===== src/rtl/tff_toggle_gen_if.sv =====
// Button-side and flip-flop-side signals of the toggle generator.
// The master drives the raw button and repeat enable; the slave returns the strobe and status.
interface tff_toggle_gen_if;
  logic       btn;
  logic       rep_en;
  logic       t;
  logic       btn_db;
  logic [7:0] press_cnt;

  modport master (
    output btn,
    output rep_en,
    input  t,
    input  btn_db,
    input  press_cnt
  );

  modport slave (
    input  btn,
    input  rep_en,
    output t,
    output btn_db,
    output press_cnt
  );
endinterface


===== src/rtl/tff_toggle_gen.sv =====
// Push-button to T flip-flop toggle strobe: 2-flop synchronizer, debounce FSM,
// one-cycle t pulse per confirmed press plus optional auto-repeat while held.
module tff_toggle_gen #(
  parameter int unsigned DEB_CYCLES    = 4,
  parameter int unsigned REPEAT_CYCLES = 10,
  parameter int unsigned CNT_W         = 16
) (
  input  logic              clk,
  input  logic              clr,
  tff_toggle_gen_if.slave   bus
);

  typedef enum logic [1:0] {
    IDLE,
    PRESS_WAIT,
    HELD,
    RELEASE_WAIT
  } state_e;

  localparam logic [CNT_W-1:0] ONE     = CNT_W'(1);
  localparam logic [CNT_W-1:0] DEB_MAX = CNT_W'(DEB_CYCLES);
  localparam logic [CNT_W-1:0] REP_MAX = CNT_W'(REPEAT_CYCLES);

  logic             s1_q, s2_q;
  state_e           state_q, state_d;
  logic [CNT_W-1:0] deb_cnt_q, deb_cnt_d;
  logic [CNT_W-1:0] rep_cnt_q, rep_cnt_d;
  logic             t_q, t_d;
  logic             btn_db_q, btn_db_d;
  logic [7:0]       press_cnt_q, press_cnt_d;

  logic             enter_held, rep_fire, release_done;
  logic [CNT_W-1:0] deb_inc, rep_inc;

  assign deb_inc = deb_cnt_q + ONE;
  assign rep_inc = rep_cnt_q + ONE;

  always_ff @(posedge clk) begin
    if (!clr) begin
      s1_q        <= 1'b0;
      s2_q        <= 1'b0;
      state_q     <= IDLE;
      deb_cnt_q   <= '0;
      rep_cnt_q   <= '0;
      t_q         <= 1'b0;
      btn_db_q    <= 1'b0;
      press_cnt_q <= '0;
    end else begin
      s1_q        <= bus.btn;
      s2_q        <= s1_q;
      state_q     <= state_d;
      deb_cnt_q   <= deb_cnt_d;
      rep_cnt_q   <= rep_cnt_d;
      t_q         <= t_d;
      btn_db_q    <= btn_db_d;
      press_cnt_q <= press_cnt_d;
    end
  end

  // Transition events are flagged here so the outputs can register on the same edge as the state change.
  always_comb begin
    state_d      = state_q;
    deb_cnt_d    = deb_cnt_q;
    rep_cnt_d    = rep_cnt_q;
    enter_held   = 1'b0;
    rep_fire     = 1'b0;
    release_done = 1'b0;
    unique case (state_q)
      IDLE: begin
        deb_cnt_d = '0;
        rep_cnt_d = '0;
        if (s2_q) begin
          if (DEB_CYCLES == 1) begin
            state_d    = HELD;
            enter_held = 1'b1;
          end else begin
            state_d   = PRESS_WAIT;
            deb_cnt_d = ONE;
          end
        end
      end
      PRESS_WAIT: begin
        if (!s2_q) begin
          state_d   = IDLE;
          deb_cnt_d = '0;
        end else if (deb_inc == DEB_MAX) begin
          state_d    = HELD;
          deb_cnt_d  = '0;
          rep_cnt_d  = '0;
          enter_held = 1'b1;
        end else begin
          deb_cnt_d = deb_inc;
        end
      end
      HELD: begin
        if (!s2_q) begin
          rep_cnt_d = '0;
          if (DEB_CYCLES == 1) begin
            state_d      = IDLE;
            release_done = 1'b1;
          end else begin
            state_d   = RELEASE_WAIT;
            deb_cnt_d = ONE;
          end
        end else if (bus.rep_en) begin
          if (rep_inc == REP_MAX) begin
            rep_cnt_d = '0;
            rep_fire  = 1'b1;
          end else begin
            rep_cnt_d = rep_inc;
          end
        end else begin
          rep_cnt_d = '0;
        end
      end
      RELEASE_WAIT: begin
        if (s2_q) begin
          state_d   = HELD;
          deb_cnt_d = '0;
          rep_cnt_d = '0;
        end else if (deb_inc == DEB_MAX) begin
          state_d      = IDLE;
          deb_cnt_d    = '0;
          release_done = 1'b1;
        end else begin
          deb_cnt_d = deb_inc;
        end
      end
      default: state_d = IDLE;
    endcase
  end

  always_comb begin
    t_d         = enter_held | rep_fire;
    btn_db_d    = btn_db_q;
    press_cnt_d = press_cnt_q + 8'(enter_held);
    if (enter_held)   btn_db_d = 1'b1;
    if (release_done) btn_db_d = 1'b0;
  end

  assign bus.t         = t_q;
  assign bus.btn_db    = btn_db_q;
  assign bus.press_cnt = press_cnt_q;

endmodule


===== src/flat_wrapper.sv =====
// flat-port wrapper written by rule: the top's interface ports become plain ports
module tff_toggle_gen_flat 
#(
  parameter int unsigned DEB_CYCLES    = 4,
  parameter int unsigned REPEAT_CYCLES = 10,
  parameter int unsigned CNT_W         = 16
)
  (clk, clr, bus_btn, bus_rep_en, bus_t, bus_btn_db, bus_press_cnt);
  tff_toggle_gen_if bus_i ();
  input  logic clk;
  input  logic clr;
  input wire logic [$bits(bus_i.btn)-1:0] bus_btn;
  input wire logic [$bits(bus_i.rep_en)-1:0] bus_rep_en;
  output wire logic [$bits(bus_i.t)-1:0] bus_t;
  output wire logic [$bits(bus_i.btn_db)-1:0] bus_btn_db;
  output wire logic [$bits(bus_i.press_cnt)-1:0] bus_press_cnt;
  assign bus_i.btn = bus_btn;
  assign bus_i.rep_en = bus_rep_en;
  assign bus_t = bus_i.t;
  assign bus_btn_db = bus_i.btn_db;
  assign bus_press_cnt = bus_i.press_cnt;
  tff_toggle_gen #(.DEB_CYCLES(DEB_CYCLES), .REPEAT_CYCLES(REPEAT_CYCLES), .CNT_W(CNT_W)) u_core (.clk(clk), .clr(clr), .bus(bus_i));
endmodule

===== config.mk =====
export PLATFORM = sky130hd
export DESIGN_NAME = tff_toggle_gen_flat
export DESIGN_NICKNAME = d
export VERILOG_FILES = /design/src/rtl/tff_toggle_gen_if.sv /design/src/rtl/tff_toggle_gen.sv /design/src/flat_wrapper.sv
export SDC_FILE = /design/constraint.sdc
export NUM_CORES = 1
export LEC_CHECK = 0
export CAP_MARGIN = 10
export CORE_ASPECT_RATIO = 1.2
export CORE_MARGIN = 5
export CORE_UTILIZATION = 60
export CTS_CLUSTER_DIAMETER = 80
export DETAILED_ROUTE_END_ITERATION = 16
export HOLD_SLACK_MARGIN = 0.12
export PLACE_DENSITY_LB_ADDON = 0.08
export RECOVER_POWER = 100
export SLEW_MARGIN = 20
export SYNTH_ARGS = -nofsm -noshare
export SYNTH_HDL_FRONTEND = slang
export SYNTH_SLANG_ARGS = --single-unit

===== constraint.sdc =====
create_clock -name clk -period 3.89 [get_ports clk]
set_clock_uncertainty 0.2 [all_clocks]
set_input_delay 0.778 -clock clk [delete_from_list [all_inputs] [get_ports clk]]
set_output_delay 0.778 -clock clk [all_outputs]
set_load 0.02 [all_outputs]

* Yosys cells after proc, flatten, opt, wreduce, memory -nomap -nowiden
Cells that the tools add are included.
** Word-level totals
- Register bits after elaboration :: 46
- Bits of input ports :: 4
- Output and inout bits :: 10
- Logic and storage cells :: 58
** Operators by class
- Add/subtract/negate cells :: 3
- Equality and inequality tests :: 12
- Multiplexer cells :: 29
- Bitwise gates (word level) :: 2
- Reductions and logical operators :: 4
** Operators by type and width (count)
- $mux W16 :: 10
- $pmux W16 S4 :: 2
- $add A16 B1 Y16 const B :: 2
- $eq A16 B3 Y1 const B :: 1
- $eq A16 B4 Y1 const B :: 1
- $mux W2 :: 6
- $mux W1 :: 10
- $add A8 B1 Y8 :: 1
- $ne A2 B1 Y1 const B :: 4
- $pmux W2 S4 :: 1
- $eq A2 B2 Y1 const B :: 2
- $reduce_and A4 Y1 :: 1
- $ne A3 B1 Y1 const B :: 1
- $ne A3 B3 Y1 const B :: 1
- $reduce_and A3 Y1 :: 1
- $eq A2 B1 Y1 const B :: 1
- $logic_not A2 Y1 :: 1
- $ne A2 B2 Y1 const B :: 1
- $reduce_or A2 Y1 :: 1
- $not A1 Y1 :: 1
- $or A1 B1 Y1 :: 1

* Longest topological paths before layout
- Depth in word-level cells :: 7
- Mapped depth :: 12

* Worst setup path after synthesis
Ideal clock, no wire load.
- Path kind :: register to register
- Start :: register u_core.deb_cnt_q[0]
- End :: register u_core.press_cnt_q[5], in the netlist u_core.bus.press_cnt[5]
- Setup time :: 127 ps
- Data arrival time :: 2516 ps
- Required time :: 3563 ps
- Slack :: 1047 ps
- Cell stages (with the launch flop) :: 13
- Buffers on the path :: 1
- Clock period less this slack :: 2843 ps
- Path through :: dfxtp_1 -> ha_1 -> and3_1 -> clkbuf_1 -> xnor2_1 -> a41oi_1 -> or3_1 -> nor4_1 -> ha_1 -> and3_1 -> nand3_1 -> xor2_1 -> nor2_1
** Between the ends
- Word-level cells in the longest chain between the ends :: 6
** RTL lines
- start, declared :: line tff_toggle_gen.sv:26 : logic [CNT_W-1:0] deb_cnt_q, deb_cnt_d;
- start signal, assigned :: line tff_toggle_gen.sv:52 : deb_cnt_q <= deb_cnt_d;
- $add A16 B1 Y16 :: line tff_toggle_gen.sv:35 : assign deb_inc = deb_cnt_q + ONE;
- $eq A16 B3 Y1 :: line tff_toggle_gen.sv:86 : end else if (deb_inc == DEB_MAX) begin
- $mux W1 :: line tff_toggle_gen.sv:86
- $mux W1 :: line tff_toggle_gen.sv:83 : if (!s2_q) begin
- $mux W1 :: line tff_toggle_gen.sv:68 : unique case (state_q)
- via u_core.enter_held :: line tff_toggle_gen.sv:32 : logic enter_held, rep_fire, release_done;
- $add A8 B1 Y8 :: line tff_toggle_gen.sv:136 : press_cnt_d = press_cnt_q + 8'(enter_held);
- end signal, assigned :: line tff_toggle_gen.sv:56 : press_cnt_q <= press_cnt_d;
- end, declared :: line tff_toggle_gen.sv:30 : logic [7:0] press_cnt_q, press_cnt_d;
The timed path passes the listed nets, and every way through them passes these cells.
A chain may end at the register's enable or synchronous reset.

* Final worst setup path
- Start :: register u_core.deb_cnt_q[4]
- End :: register u_core.deb_cnt_q[4]
** Between the ends
- Word-level cells in the longest chain between the ends :: 5
- Elaborated cells on any way between the ends :: 6
** RTL lines (line)
- $add A16 B1 Y16 * :: tff_toggle_gen.sv:35
- $eq A16 B3 Y1 :: tff_toggle_gen.sv:86, tff_toggle_gen.sv:121
- $mux W16 * :: tff_toggle_gen.sv:86, tff_toggle_gen.sv:121
- $mux W16 (on tied branches) :: tff_toggle_gen.sv:117, tff_toggle_gen.sv:83
- $pmux W16 S4 * :: tff_toggle_gen.sv:68
Every way passes the cells marked *; elsewhere a longest branch is shown, timed or not.

==> results.py <==
metrics = {
    "run_status": {
        "status": "finished clean",
    },
    "clock_network": {
        "ctsRootBufferMaster": "clkbuf_8",
        "cts_hold_buf": 0,
        "clk_pin_slew_ns": 0.09,
        "cts_buffers": 5,
        "cts_max_path_buffers": 2,
        "cts_setup_buffers": 0,
        "h-tree-depth": 2,
        "cts_tree": "done",
        "clock-sinks": 46,
        "cts_resized": 0,
        "clkLatencyLatePin_ns": 0.30,
    },
    "hold_path": {
        "holdPathStages": 1,
        "hold_class": "flop to flop",
        "hp-start": "u_core.s1_q",
        "whs_endpoint": "u_core.s2_q",
    },
    "logic_synthesis": {
        "yosys.area_share.simple_pct": 31.9,
        "synth_top_family_by_area": "simple AND/OR/NAND/NOR gates",
        "async_flop_share_pct": 0,
        "synth_adder_area_share_pct": 2.30,
        "syn_area_per_cell_um2": 8.29,
        "yosysSeqAreaShare_pct": 33.9,
        "synth_compound_area_share_pct": 18.0,
        "synth-seq-cells": 46,
        "syn_area_um2": 2720,
        "synth-edff-count": 0,
        "synth_xor_area_share_pct": 5.80,
        "synth_nets": 337,
        "muxShareOfSynthArea_pct": 2.30,
        "synth_cells": 328,
        "synth_flop_cell": "dfxtp_1",
        "yosys_warnings": 0,
        "ys_types": 50,
    },
    "die": {
        "boundaryPins": 14,
        "fp.coreArea_um2": 4330,
        "row_count": 26,
        "die-height_um": 83.7,
        "start_util_pct": 62.8,
        "die-area_um2": 5980,
        "die-width_um": 71.4,
    },
    "timing": {
        "tns_ns": 0,
        "rsz0062_at_grt": "no",
        "setup_ws_ns": 0.574,
        "drv_slew": 0,
        "finalHoldViolCount": 0,
        "worstMarginPinSlew_ns": 0.895,
        "setup_viol": 0,
        "slew_headroom_pct": 40.3,
        "period_share_pct": 85.2,
        "max_freq_ghz": 0.302,
        "period_needed_ns": 3.32,
    },
    "final_layout": {
        "drive_gt1_share_pct": 5.18,
        "regArea_um2": 921,
        "fill_cells": 376,
        "multi_input_area_um2": 1610,
        "final_nets": 336,
        "antenna_cells": 0,
        "syn_to_final_growth_pct": 6.26,
        "final_cells": 384,
    },
    "power_and_ir_drop": {
        "switching_share_pct": 21.3,
        "p_sw_w": 0.000183,
        "p_leak_nw": 1.09,
        "p_comb_share_pct": 2.7,
        "p_int_w": 0.000675,
        "peakVddDrop_mv": 0.197,
        "p_clk_share_pct": 41.7,
        "seqPwrFrac_pct": 55.6,
        "power.density_nw_per_um2": 297,
    },
    "critical_path": {
        "worstReg2RegStart": "u_core.deb_cnt_q[4]",
        "startpoint_type": "flop",
        "cp-end-kind": "flop",
        "critPathMaxFanout": 10,
        "r2r-end": "u_core.deb_cnt_q[4]",
        "critPathTopFamily": "simple AND/OR/NAND/NOR gates",
        "cp.required_ns": 3.83,
        "reg2reg_slack_ns": 0.57,
        "critPathMaxStageDelay_ns": 0.77,
        "path_cells": "and4_1 -> nand4_2 -> xnor2_1 -> or4_1 -> o211ai_1 -> o311ai_0",
        "crit_type": "flop to flop",
        "slowest_stage": "o211ai_1",
        "cp_num_buf_inv": 0,
        "worstRegToRegCells": 6,
        "arrival_ns": 3.25,
    },
    "routing": {
        "routed-via-count": 2430,
        "vias_per_cell": 6.33,
        "routedWlPerCell_um": 15.2,
        "firstDrtPassIters": 4,
        "postRouteAntennaNets": 0,
        "drc": 0,
        "wl_um": 5820,
        "drtIter0Drc": 102,
    },
    "placed_design": {
        "dp_hpwl_um": 4120,
        "routabilityCongestion": 0.843,
        "numPortBuffers": 13,
        "dpl.cell_count": 376,
        "pre_cts_slack_ns": 0.772,
    },
    "flow_run": {
        "cap_violations": 0,
    },
    "global_routing": {
        "antenna_found_initial": 0,
        "grt_start_max_net_pins": 22,
        "grt-ovfl-total": 0,
        "grt_pass1_vias": 2221,
        "grt_usage_pct": 20.7,
        "grt_pass1_wl_um": 10100,
    },
}
## layer usage
layer	part of all wire, %	up-vias	track usage, %
li1	-	1223	-
met1	45	1160	25.0
met2	51	41	36.1
met3	3.2	6	4.34
met4	0.88	0	6.15
met5	0	-	0
## cell usage after synthesis (all sizes together) (2+ instances only)
cell type	instances	area (um2)
and3	14	87.6
a41oi	2	17.5
mux2	2	22.5
nand2	28	105
nand4	16	106
nand2b	2	12.5
a31oi	3	18.8
nor4	8	50.1
or3	5	31.3
or4	5	37.5
and4	4	37.5
ha	5	62.6
o31ai	2	28.8
nor2	20	75.1
nor3b	4	30.0
a21oi	8	40.0
a211o	10	87.6
nand3	24	120
or2	3	18.8
o211ai	10	80.1
mux2i	4	40.0
inv	6	22.5
dfxtp	46	921
o311ai	4	35.0
clkbuf	14	53.8
o21ai	10	50.0
xor2	13	114
buf	10	81.3
o2bb2ai	5	43.8
a211oi	3	22.5
and2	8	50.1
nor3	14	70.1
o21a	2	22.5
xnor2	5	43.8
nor4b	2	17.5
## worst max path at each step
stage	from	endpoint	cells after the start
after global placement	u_core.deb_cnt_q[4]	u_core.bus.press_cnt[7]	10
after detailed placement	u_core.deb_cnt_q[4]	u_core.bus.press_cnt[6]	10
after global routing	u_core.deb_cnt_q[0]	u_core.deb_cnt_q[4]	7
final	u_core.deb_cnt_q[4]	u_core.deb_cnt_q[4]	6
after floorplan	u_core.deb_cnt_q[0]	u_core.bus.press_cnt[5]	12
after CTS	u_core.deb_cnt_q[4]	u_core.bus.press_cnt[7]	10
## cell type report
| type | instances | share of cell area, % |
|---|---|---|
| clock buffers | 5 | 2.38 |
| multi-input cells | 252 | 55.8 |
| well taps | 56 | 2.43 |
| flip-flops and latches | 46 | 31.9 |
| clock inverters | 3 | 1.52 |
| inverters | 6 | 0.780 |
| repair buffers | 16 | 5.16 |
## sequential cells by signal, indices dropped and copies added, names as in the netlist, named ones only
name	cells
u_core.s1_q	1
u_core.bus.t	1
u_core.bus.press_cnt	8
u_core.rep_cnt_q	16
u_core.s2_q	1
u_core.deb_cnt_q	16
u_core.state_q	1
u_core.bus.btn_db	1
## cell usage in the layout (no fill, tap or decap), drive strengths merged, types with 5 or more instances in the layout
master | Yosys | routed
a211o | 10 | 10
a21oi | 8 | 8
and2 | 8 | 8
and3 | 14 | 14
clkbuf | 14 | 6
dfxtp | 46 | 46
dlygate4sd3 | 0 | 11
ha | 5 | 5
inv | 6 | 7
nand2 | 28 | 28
nand3 | 24 | 24
nand4 | 16 | 16
nor2 | 20 | 20
nor3 | 14 | 14
nor4 | 8 | 8
o211ai | 10 | 10
o21ai | 10 | 10
o2bb2ai | 5 | 5
or3 | 5 | 5
or4 | 5 | 5
xnor2 | 5 | 5
xor2 | 13 | 13
## power groups by stage
stage          logic [W]  clock network, W  registers (W)
2_1_floorplan  0.0000114                 0       0.000489
3_3_place_gp   0.0000241                 0       0.000488
3_5_place_dp   0.0000244                 0       0.000488
4_1_cts        0.0000245          0.000370       0.000477
5_1_grt        0.0000251          0.000390       0.000478
6_report       0.0000228          0.000358       0.000477
## metrics by stage
stage	utilization [%]	power, W	cell area [um2]	hold slack, ns
global placement	64.8	0.000512	2810	0.217
CTS	67.4	0.000872	2920	0.243
global route	66.7	0.000893	2890	0.305
floorplan	-	0.000500	2720	0.212
detailed placement	64.8	0.000512	2810	0.218
finish	66.7	0.000858	2890	0.244
## logic make-up after synthesis
group,after synthesis
muxes,6
and+or+nand+nor,159
buffers and inverters,30
AOI/OAI and AO/OA,64
xor gates and xnor gates,18
adders and majority gates,5
DFF,46
No activity file was read; power rests on OpenSTA's default activity.
==> edit 1: new RTL, same settings <==
`CNT_W` is set to 16 in 2 places; all go to 12.
--- a/src/rtl/tff_toggle_gen.sv
+++ b/src/rtl/tff_toggle_gen.sv
@@ -3,7 +3,7 @@
 module tff_toggle_gen #(
   parameter int unsigned DEB_CYCLES    = 4,
   parameter int unsigned REPEAT_CYCLES = 10,
-  parameter int unsigned CNT_W         = 16
+  parameter int unsigned CNT_W         = 12
 ) (
   input  logic              clk,
   input  logic              clr,
--- a/src/flat_wrapper.sv
+++ b/src/flat_wrapper.sv
@@ -3,7 +3,7 @@
 #(
   parameter int unsigned DEB_CYCLES    = 4,
   parameter int unsigned REPEAT_CYCLES = 10,
-  parameter int unsigned CNT_W         = 16
+  parameter int unsigned CNT_W         = 12
 )
   (clk, clr, bus_btn, bus_rep_en, bus_t, bus_btn_db, bus_press_cnt);
   tff_toggle_gen_if bus_i ();
Check against the original RTL: same outputs for any inputs over 10 cycles, from zero or initial values; that may be too few to reach the edited logic, so the function may still have changed.
==> edit 1 against the original RTL <==
Core utilization grew 0.19 points; worst hold slack improved by 2.0 ps; design area shrank 24%; final cell count decreased by 27%; setup slack better by 300 ps; via count down 28%; largest cell class unchanged; total power fell by 19%; wire length decreased by 28%; area after synthesis fell by 26%; count of clock-buffer cells in the layout increased by 1; sequential cell count is 8 lower.
==> edit 1: results <==
[setup_path]
slowest_stage = nor4_4
cp_top_family = simple AND/OR/NAND/NOR gates
cp.arrival_ps = 2990
crit_path_max_fanout = 8
reg2regPathDepth = 10
critPathMaxStageDelay_ps = 430
crit_start = u_core.deb_cnt_q[0]
reg2reg_setup_slack_ps = 880
crit_end = u_core.bus.press_cnt[5]

[clocking]
cts-buffers-inserted = 5
cts_setup_buffers = 0

[detailed_routing]
drt_iter0_markers = 136
vias = 1743
totalWireLength_mm = 4.20

[synthesis]
synth-seq-area-share_pct = 38.0
synth_cell_types = 48
synth_fp_nets = 242
synth_xor_area_share_pct = 6.12
synth_compound_area_share_pct = 16.7
netlist_instances = 233
synth_top_area_share_pct = 38.0
synthMuxAreaShare_pct = 0
ys_top_cells_by_count = 38 x dfxtp_1, 22 x nand2_1, 20 x nand3_1
async_flop_share_pct = 0
yosys.area_share.adder_pct = 3.12
ys_top_cells_by_area = dfxtp_1 38%, and2_1 5.0%, nand3_1 5.0%

[finish]
layout.nets = 253
final_cells = 282
diodes = 0
drive_gt1_share_pct = 6.94

[grt]
grt_usage_pct = 20.1
grt_pass1_wl_mm = 7.51
grt_start_max_net_pins = 20

[power_and_ir_drop]
leakage_nw = 0.848
power_switching_mw = 0.155
vdd_drop_max_mv = 0.276

[sta]
max_slew_margin_pct = 56.7
fmax_ghz = 0.332

[run_status]
outcome = complete, no violations

[placement]
placed_area_um2 = 2120
gp_congestion = 0.864
dp_hpwl_mm = 2.99
place_ws_ps = 956
dp_cells = 274

[min_path]
worstHoldPathType = flip-flop to flip-flop
## edit 1: cell count changes in the layout (fill, tap and decap cells not counted), moves of 9 or more
| cell | delta |
|---|---|
| nor2_1 | -9 |
| a211o_1 | -10 |
| o21ai_0 | +13 |
| nor3_1 | -11 |
| nand4_1 | -12 |
| o211ai_1 | -9 |
## edit 1: kinds of logic (layout without fill, tap and decap cells)
family | after synthesis | after routing
adder cells (fa/ha/maj) | 5 | 5
AND/OR/NAND/NOR | 111 | 111
XOR/XNOR | 14 | 14
AO/OA/AOI/OAI | 52 | 52
buffers and inverters | 13 | 25
flip-flops | 38 | 38
## edit 1: power groups by stage
stage	clock (mW)	combinational, mW	sequential [mW]
CTS	0.289	0.0129	0.392
global route	0.316	0.0131	0.393
floorplan	0	0.00988	0.400
finish	0.289	0.0120	0.392
global placement	0	0.0125	0.402
detailed placement	0	0.0128	0.402
## edit 1: final cells by class
cell class / count / area, µm²
inverters: 2 / 7.51
clock inverters: 2 / 12.5
clock buffers: 6 / 82.6
multi-input cells: 182 / 1140
repair buffers: 15 / 141
well taps: 37 / 46.3
flip-flops and latches: 38 / 761
fillers: 294 / 1080
## edit 1: layer usage
metal  track usage (%)  up-vias  routed length (µm)
li1                  -      862                   -
met1              21.7      827                1780
met2              38.2       46                2170
met3              5.50        8                 163
met4              6.13        0                  78
met5                 0        -                   0
## edit 1: how the worst min path moves through the flow
stage | to | slack [ps] | cells after the start
2_1_floorplan | u_core.s2_q | 210 | 1
3_3_place_gp | u_core.s2_q | 220 | 1
3_5_place_dp | u_core.s2_q | 230 | 1
4_1_cts | u_core.s2_q | 250 | 1
5_1_grt | u_core.s2_q | 290 | 1
6_report | u_core.s2_q | 250 | 1
==> edit 2: new RTL, same settings <==
Without the edit above. Encoding of `state_e`: now one-hot (4 bits for 4 states).
--- a/src/rtl/tff_toggle_gen.sv
+++ b/src/rtl/tff_toggle_gen.sv
@@ -10,11 +10,11 @@
   tff_toggle_gen_if.slave   bus
 );
 
-  typedef enum logic [1:0] {
-    IDLE,
-    PRESS_WAIT,
-    HELD,
-    RELEASE_WAIT
+  typedef enum logic [3:0] {
+    IDLE         = 4'b0001,
+    PRESS_WAIT   = 4'b0010,
+    HELD         = 4'b0100,
+    RELEASE_WAIT = 4'b1000
   } state_e;
 
   localparam logic [CNT_W-1:0] ONE     = CNT_W'(1);
Function: same outputs for any inputs over 10 cycles, from zero or initial values; not proved beyond that.
==> edit 2 against the original RTL <==
Design area increased by 9.4%; critical path type unchanged; final cell count rose by 13%; sequential cell count up 2; via count is 9.1% higher; total power up 13%; area after synthesis up 8.8%; setup slack worse by 100 ps; combinational power rose by 61%; largest power group unchanged; global-route usage increased by 1.3 points; wire length grew 12%.
==> edit 2: results <==
[grt]
grt_usage_pct = 22.0
grt_start_max_net_pins = 21
grt_pass1_wl_mm = 11.2
antenna_found_initial = 0
first_global_vias = 2411

[detailed_routing]
drt_iter0_markers = 143
drt-wirelength-per-cell_um = 15.0
route.met3.wl_um = 166
firstDrtPassIters = 5
top_layer_used = met4
route.met2.wl_mm = 3.26
wl_met1_mm = 2.98
detail_route.vias_per_cell = 6.11

[finish]
drive_gt1_share_pct = 6.42
final.fill_count = 471
diodes = 0

[placement]
dp_hpwl_mm = 4.70
gp_congestion = 0.868
place_ws_ps = 512

[clocking]
cts_setup_buffers = 0
cts-root-buf = clkbuf_8
htree_levels = 2
cts_resized = 0
clk_pin_slew_ps = 100
clkLatencyLatePin_ps = 310

[run_status]
outcome = complete, no violations

[sta]
max_slew_margin_pct = 50.1

[synthesis]
ys_top_cells_by_area = dfxtp_1 32%, nand3_1 5.6%, a21oi_1 5.2%
synth_fp_nets = 381
ys_top_cells_by_count = 48 x dfxtp_1, 37 x nand2_1, 33 x nand3_1
synth_cell_types = 54
synthMostInstantiatedCell = dfxtp_1
yosysWarnings = 0
synth-seq-area-share_pct = 32.5

[setup_path]
critPathMaxStageDelay_ps = 490
cp_top_family = simple AND/OR/NAND/NOR gates
cp.arrival_ps = 3400
slowest_stage = dfxtp_1
crit_path_max_fanout = 8

[min_path]
worstHoldPathType = flip-flop to flip-flop

[power_and_ir_drop]
leakage_nw = 1.10
internal_power_mw = 0.766
vdd_drop_max_mv = 0.178
[edit 2: cell count changes after synthesis, moves of 7 or more]
cell      change
a211o_1      -10
a21oi_1      +23
nand2_1       +9
nand2b_1      +7
nand3_1       +9
nor2_1        +7
o211ai_1      -9
o21ai_2       +9
o31ai_1       +7
[edit 2: final timing paths]
path,depth (start not counted),slack (ps),from,to
worst min-delay path,1,240,u_core.s1_q,u_core.s2_q
worst max register to register,13,470,u_core.deb_cnt_q[0],u_core.bus.press_cnt[5]
worst min register to register,1,240,u_core.s1_q,u_core.s2_q
worst max-delay path,13,470,u_core.deb_cnt_q[0],u_core.bus.press_cnt[5]
[edit 2: final cells by class]
class / count / area (µm²) / area share [%]
multi-input combinational: 288 / 1780 / 56.4
tap: 60 / 75.1 / 2.38
clock inverter: 3 / 68.8 / 2.18
sequential: 48 / 961 / 30.4
clock buffer: 5 / 68.8 / 2.18
inverter: 12 / 45.0 / 1.43
timing repair buffer: 18 / 158 / 4.99
[edit 2: stage by stage]
stage | hold slack, ps | std cells | area [µm²] | total power [mW] | utilization (%)
floorplan | 212 | 372 | 2960 | 0.537 | -
global route | 266 | 434 | 3160 | 1.01 | 64.9
global placement | 221 | 426 | 3080 | 0.550 | 63.2
finish | 243 | 434 | 3160 | 0.972 | 64.9
CTS | 244 | 434 | 3210 | 0.984 | 66.0
detailed placement | 220 | 426 | 3080 | 0.550 | 63.2
[edit 2: worst register-to-register path, stage by stage, from the launching register on]
cell and delay, ps:
dfxtp_1 490, ha_1 320, nand3_4 160, nor4_4 380
or4b_1 490, nand2_1 140, and3_4 230, nand3_1 120
inv_1 90, ha_1 160, and3_1 220, nand3_1 110
xor2_1 150, nor2_1 50
[edit 2: cells by family after synthesis]
family                   Yosys count  share of synthesized area, %
AO/OA/AOI/OAI                     88                          19.2
XOR/XNOR                          15                          4.44
adder cells (fa/ha/maj)            5                          2.12
buffers and inverters             36                          5.71
flip-flops                        48                          32.5
multiplexers                       9                          3.09
AND/OR/NAND/NOR                  171                          33.0
[edit 2: routing by layer]
metal  vias up  track usage [%]
met5         -                0
met4         0             8.57
met3        11             3.46
met2        41             37.0
met1      1245             27.8
li1       1355                -
[edit 2: power by group through the flow]
| stage | combinational (mW) | sequential [mW] | clock, mW |
|---|---|---|---|
| after global placement | 0.0380 | 0.512 | 0 |
| final | 0.0367 | 0.500 | 0.435 |
| after global routing | 0.0400 | 0.501 | 0.466 |
| after floorplan | 0.0292 | 0.508 | 0 |
| after CTS | 0.0383 | 0.500 | 0.445 |
| after detailed placement | 0.0381 | 0.512 | 0 |
